==> config.mk <==
export PLATFORM = sky130hd
export DESIGN_NAME = curve_lut_ctrl
export DESIGN_NICKNAME = d
export VERILOG_FILES = /design/src/rtl/curve_lut_ctrl.sv
export SDC_FILE = /design/constraint.sdc
export NUM_CORES = 2
export LEC_CHECK = 0
export BUFFER_PORTS_ARGS = -buffer_cell sky130_fd_sc_hd__buf_2
export CAP_MARGIN = 25
export CORE_MARGIN = 5
export CORE_UTILIZATION = 60
export DETAILED_ROUTE_END_ITERATION = 16
export PLACE_DENSITY = 0.76
export SLEW_MARGIN = 20
export SYNTH_ARGS = -nofsm -noshare
export SYNTH_HDL_FRONTEND = slang
export SYNTH_SLANG_ARGS = --single-unit
export TNS_END_PERCENT = 10
==> constraint.sdc <==
create_clock -name clk -period 5.24 [get_ports clk]
set_input_delay 1.31 -clock clk [delete_from_list [all_inputs] [get_ports clk]]
set_output_delay 1.31 -clock clk [all_outputs]
set_load 0.05 [all_outputs]
==> src/rtl/curve_lut_ctrl.sv <==
// curve_lut_ctrl: double-buffered 256-entry tone-curve LUT applied to an 8-bit gray video stream.
// The datapath reads the active bank. Host writes go to the shadow bank, and a commit swaps the
// banks at the next frame start so that no frame mixes two curves.
// Optional feature: define CURVE_LUT_READBACK_EN to add a 1-cycle shadow-bank read port.
module curve_lut_ctrl #(
  parameter int unsigned DATA_W = 8
) (
  input  logic              clk,
  input  logic              rst_n,
  input  logic              per_frame_vsync,
  input  logic              per_frame_href,
  input  logic              per_frame_clken,
  input  logic [DATA_W-1:0] per_img_gray,
  output logic              post_frame_vsync,
  output logic              post_frame_href,
  output logic              post_frame_clken,
  output logic [DATA_W-1:0] post_img_gray,
  input  logic              lut_wr_en,
  input  logic [7:0]        lut_wr_addr,
  input  logic [DATA_W-1:0] lut_wr_data,
  input  logic              lut_commit,
  input  logic              cfg_bypass,
  output logic              lut_busy,
  output logic              lut_done,
  output logic              active_bank
`ifdef CURVE_LUT_READBACK_EN
  ,
  input  logic [7:0]        lut_rd_addr,
  output logic [DATA_W-1:0] lut_rd_data
`endif
);

  typedef enum logic [1:0] {StIdle, StLoad, StPend, StSwap} state_e;

  state_e r_state, w_state_d;

  logic [DATA_W-1:0] r_bank0 [0:255];
  logic [DATA_W-1:0] r_bank1 [0:255];

  logic              r_active_bank;
  logic              r_bank_valid;
  logic              r_vsync_q;
  logic              r_bypass;
  logic              w_frame_start;
  logic              w_shadow_we;

  // Stage-1 pipeline registers
  logic              r_vsync1, r_href1, r_clken1, r_use1;
  logic [DATA_W-1:0] r_pix1;
  logic [DATA_W-1:0] r_lut1;

  assign w_frame_start = per_frame_vsync & ~r_vsync_q;
  assign active_bank   = r_active_bank;

  // Control state: FSM, bank select, vsync edge detect and per-frame bypass sample
  always_ff @(posedge clk or negedge rst_n) begin
    if (!rst_n) begin
      r_state       <= StIdle;
      r_active_bank <= 1'b0;
      r_bank_valid  <= 1'b0;
      r_vsync_q     <= 1'b0;
      r_bypass      <= 1'b0;
    end else begin
      r_state   <= w_state_d;
      r_vsync_q <= per_frame_vsync;
      if (w_frame_start) r_bypass <= cfg_bypass;
      // Bank select only moves here, one cycle after a frame start
      if (r_state == StSwap) begin
        r_active_bank <= ~r_active_bank;
        r_bank_valid  <= 1'b1;
      end
    end
  end

  // Next-state logic, shadow write gating and status outputs
  always_comb begin
    w_state_d   = r_state;
    w_shadow_we = 1'b0;
    lut_busy    = 1'b0;
    lut_done    = 1'b0;
    case (r_state)
      StIdle: begin
        w_shadow_we = lut_wr_en;
        if (lut_commit)     w_state_d = StPend;
        else if (lut_wr_en) w_state_d = StLoad;
      end
      StLoad: begin
        w_shadow_we = lut_wr_en;
        if (lut_commit) w_state_d = StPend;
      end
      StPend: begin
        // Writes ignored here so the pending curve cannot change under the swap
        lut_busy = 1'b1;
        if (w_frame_start) w_state_d = StSwap;
      end
      StSwap: begin
        lut_busy  = 1'b1;
        lut_done  = 1'b1;
        w_state_d = StIdle;
      end
      default: w_state_d = StIdle;
    endcase
  end

  // Shadow-bank write port; bank contents are deliberately not reset
  always_ff @(posedge clk) begin
    if (w_shadow_we) begin
      if (r_active_bank) r_bank0[lut_wr_addr] <= lut_wr_data;
      else               r_bank1[lut_wr_addr] <= lut_wr_data;
    end
  end

  // Stage-1 active-bank lookup, addressed by the incoming pixel
  always_ff @(posedge clk) begin
    r_lut1 <= r_active_bank ? r_bank1[per_img_gray] : r_bank0[per_img_gray];
  end

  // Stage 1: register input pixel, syncs and the map/bypass decision for this pixel
  always_ff @(posedge clk or negedge rst_n) begin
    if (!rst_n) begin
      r_vsync1 <= 1'b0;
      r_href1  <= 1'b0;
      r_clken1 <= 1'b0;
      r_pix1   <= '0;
      r_use1   <= 1'b0;
    end else begin
      r_vsync1 <= per_frame_vsync;
      r_href1  <= per_frame_href;
      r_clken1 <= per_frame_clken;
      r_pix1   <= per_img_gray;
      r_use1   <= r_bank_valid & ~r_bypass;
    end
  end

  // Stage 2: register the selected output and the delayed syncs
  always_ff @(posedge clk or negedge rst_n) begin
    if (!rst_n) begin
      post_frame_vsync <= 1'b0;
      post_frame_href  <= 1'b0;
      post_frame_clken <= 1'b0;
      post_img_gray    <= '0;
    end else begin
      post_frame_vsync <= r_vsync1;
      post_frame_href  <= r_href1;
      post_frame_clken <= r_clken1;
      post_img_gray    <= r_use1 ? r_lut1 : r_pix1;
    end
  end

`ifdef CURVE_LUT_READBACK_EN
  // Shadow-bank readback with one cycle of latency
  always_ff @(posedge clk or negedge rst_n) begin
    if (!rst_n) begin
      lut_rd_data <= '0;
    end else begin
      lut_rd_data <= r_active_bank ? r_bank0[lut_rd_addr] : r_bank1[lut_rd_addr];
    end
  end
`endif

endmodule

==> impl_metrics.json <==
{
  "clockRootBuffer": "clkbuf_16",
  "postSynthCellCount": 8060,
  "grt-ovfl-total": 0,
  "start_util": 0.6017,
  "drive_gt1_frac": 0.1876,
  "critPathArrivalTime_ns": 5.28,
  "area_delta_synth_final_pct": 11.09,
  "grt_first_pass_wirelength_microns": 587600,
  "wl_per_cell_microns": 33.32,
  "tritoncts": "yes",
  "hpwl_microns": 244700,
  "holdPathStages": 0,
  "avgSynthCellArea_sq_um": 19.98,
  "setup_violations": 0,
  "first_iter_violations": 13160,
  "clkLatencyLatePin_ns": 0.91,
  "reg2reg_slack_ns": 1.49,
  "relSlewSlack": 0.1977,
  "grt_pass1_vias": 83930,
  "max_cap_viol_count": 0,
  "filler_cell_count": 16330,
  "critPathKind": "in -> reg",
  "synth.area.top_cells": "edfxtp_1 76%, mux4_2 9.1%, mux2i_1 5.0%",
  "cts.sinks": 4132,
  "p_leak_nw": 56.84,
  "numCtsBuffers": 401,
  "remaining_drc_errors": 0,
  "synthFlopType": "edfxtp_1",
  "synth_top_cell_by_area": "edfxtp_1",
  "netlist.area_leader.share": 0.7636,
  "cts_hold_buf": 0,
  "path_cells": "buf_8, nand2b_4, buf_12, buf_12, o221ai_1, o22ai_1, o21ai_0, o311ai_0, nor3_1, and3_1",
  "cp-end-kind": "flop",
  "drt.antenna.violating_nets": 0,
  "worst_ep_required_time_ns": 6.07,
  "synth-edff-count": 4096,
  "postCtsResizedCells": 0,
  "fin_crit_sh": 0.8499,
  "irDropWorstVdd_uv": 340.6,
  "die-area_sq_um": 278900,
  "num-nets-final": 8351,
  "ff2ff_path_depth": 10,
  "dr.pass1.iters": 7,
  "syn-num-nets": 8096,
  "synthTopCellsByCount": "4096 x edfxtp_1, 800 x mux2i_1, 653 x mux4_2, 601 x nor2_1, 364 x o221ai_1",
  "min_to": "post_frame_href",
  "critPathBufInv": 3,
  "seqPwrFrac": 0.530,
  "grtUsageTotal": 0.2895,
  "async_flop_share": 0.006776,
  "finalPower_w": 0.06888,
  "rows": 190,
  "yosysMostFrequentCell": "edfxtp_1",
  "ys_seq_elements": 4132,
  "tightest_slew_ns": 1.173,
  "netSwitchingFraction": 0.2209,
  "path_clk_slew_ns": 0.06,
  "num_vias": 84630,
  "io_buffer_count": 45,
  "post_cts_buffers": 0,
  "grt_max_degree": 139,
  "status": "finished, final reports clean",
  "drv_slew": 0,
  "min_from": "r_href1",
  "critical_path.slowest_cell": "nor3_1",
  "power_frac_comb": 0.064,
  "crit_path_frequent_cell": "buf_12",
  "seqCellArea_sq_um": 123900,
  "gp_congestion": 0.9038,
  "die_w_microns": 528.1,
  "clkPwrFrac": 0.406,
  "setup_ws_ns": 0.7864,
  "core_sq_um": 267700,
  "post-route-util": 0.6685,
  "r2r-end": "r_lut1[4]",
  "grt_antenna_before_repair": 23,
  "internal_power_w": 0.05366,
  "critical-path-top-delay-family": "compound AO/OA/AOI/OAI gates",
  "regToRegStartpoint": "active_bank",
  "finalHoldViolCount": 0,
  "die_h_microns": 528.1,
  "routed_wl_microns": 406800,
  "place_area_sq_um": 166300,
  "max_stage_delay_ns": 0.92,
  "yosysWarnings": 0,
  "multiInputGateArea_sq_um": 34160,
  "viasPerCell": 6.933,
  "crit_fanout": 82,
  "seq_area_frac_synth": 0.7690,
  "synth.lib_cells_used.distinct": 60,
  "grt_setup_unrepaired": "false",
  "power_density_nw_per_um2": 384.9,
  "htreeDepth": 5,
  "place_ws_ns": 0.02185,
  "syn-cell-area_sq_um": 161100,
  "layout_min_cycle_time_ns": 4.454,
  "io_pins": 46,
  "clock.fmax_mhz": 224.5,
  "clockBufferDepth": 4,
  "clock_skew_ns": 0.06399,
  "worstSetupStartpointType": "input pin",
  "hold_class": "reg -> reg",
  "switching_power_w": 0.01522,
  "final_area_sq_um": 178900
}
worst max path at each step:
| stage | from | endpoint | cells after the start |
|---|---|---|---|
| 6_report | per_img_gray[1] | r_lut1[7] | 10 |
| 5_1_grt | per_img_gray[0] | r_lut1[0] | 10 |
| 3_5_place_dp | per_img_gray[0] | r_lut1[7] | 10 |
| 4_1_cts | per_img_gray[0] | r_lut1[7] | 10 |
| 3_3_place_gp | per_img_gray[0] | r_lut1[5] | 11 |
| 2_1_floorplan | lut_wr_addr[2] | r_bank0[151][0] | 7 |
cell families (layout without fill, tap and decap cells):
logic type                 Yosys count  in the layout  synth area share
AOI/OAI and AO/OA                 1015           1015           0.04425
and+or+nand+nor                    918            918           0.02486
xor gates and xnor gates             1              1        0.00005439
adders and majority gates            4              4         0.0003107
muxes                             1464           1464            0.1419
other                                0             12                 0
buffers and inverters              526           1109           0.01968
DFF                               4132           4132            0.7690
power groups by stage:
stage               combinational, W  sequential [W]  clock [W]
floorplan                    0.00210          0.0373          0
finish                       0.00441          0.0365     0.0280
CTS                          0.00433          0.0365     0.0281
detailed placement           0.00430          0.0372          0
global placement             0.00420          0.0372          0
global route                 0.00456          0.0365     0.0296
registers in the layout, indices dropped and copies added (netlist names), 2 cells and up:
name,cells
r_pix1,8
r_lut1,8
r_bank0,2048
r_state,2
post_img_gray,8
r_bank1,2048
cells in the final DEF, fill, tap and decap left out, types with 8 or more instances in the layout:
master,n
dfxtp_1,8
nor4_1,16
buf_4,243
clkbuf_8,9
bufinv_16,29
buf_12,80
o22ai_1,197
buf_2,35
o221ai_1,364
mux2_2,10
mux4_2,653
and3_1,8
nand3_1,45
nand3_2,15
clkbuf_1,82
a211oi_1,20
clkinv_2,73
clkbuf_16,409
a222oi_1,15
a22oi_1,31
clkinvlp_4,9
mux2i_1,800
nand4_1,37
buf_8,11
nor2b_1,25
nand2_1,51
a2111oi_0,10
diode_2,12
a21oi_1,193
nor3_1,58
o21ai_0,141
or3_1,20
edfxtp_1,4096
nor2_1,601
clkinv_1,103
dfrtp_1,27
a311oi_1,8
area by class of cell:
cell class,instances,share of cell area
Clock inverter,231,0.01082
Timing Repair Buffer,370,0.02120
Sequential cell,4132,0.6922
Inverter,8,0.0002098
Multi-Input combinational cell,3402,0.1909
Clock buffer,500,0.05961
Tap cell,3552,0.02484
Antenna cell,12,0.0001678
routing by layer:
layer,up-vias,global-route usage,part of all wire
met3,923,0.07016,0.12
met4,6,0.1259,0.050
met2,5961,0.4435,0.47
met1,43630,0.4042,0.36
met5,-,0.002944,0.00035
li1,34110,-,-
per-stage QoR:
stage	hold slack, ns	cells	setup TNS [ns]
after floorplan	0.3312	8060	0
after global placement	0.3323	11460	-0.8864
after detailed placement	0.3381	11460	0
after CTS	0.3563	12190	0
after global routing	0.3683	12200	0
final	0.3528	12210	0
(Power assumes the default switching activity.)
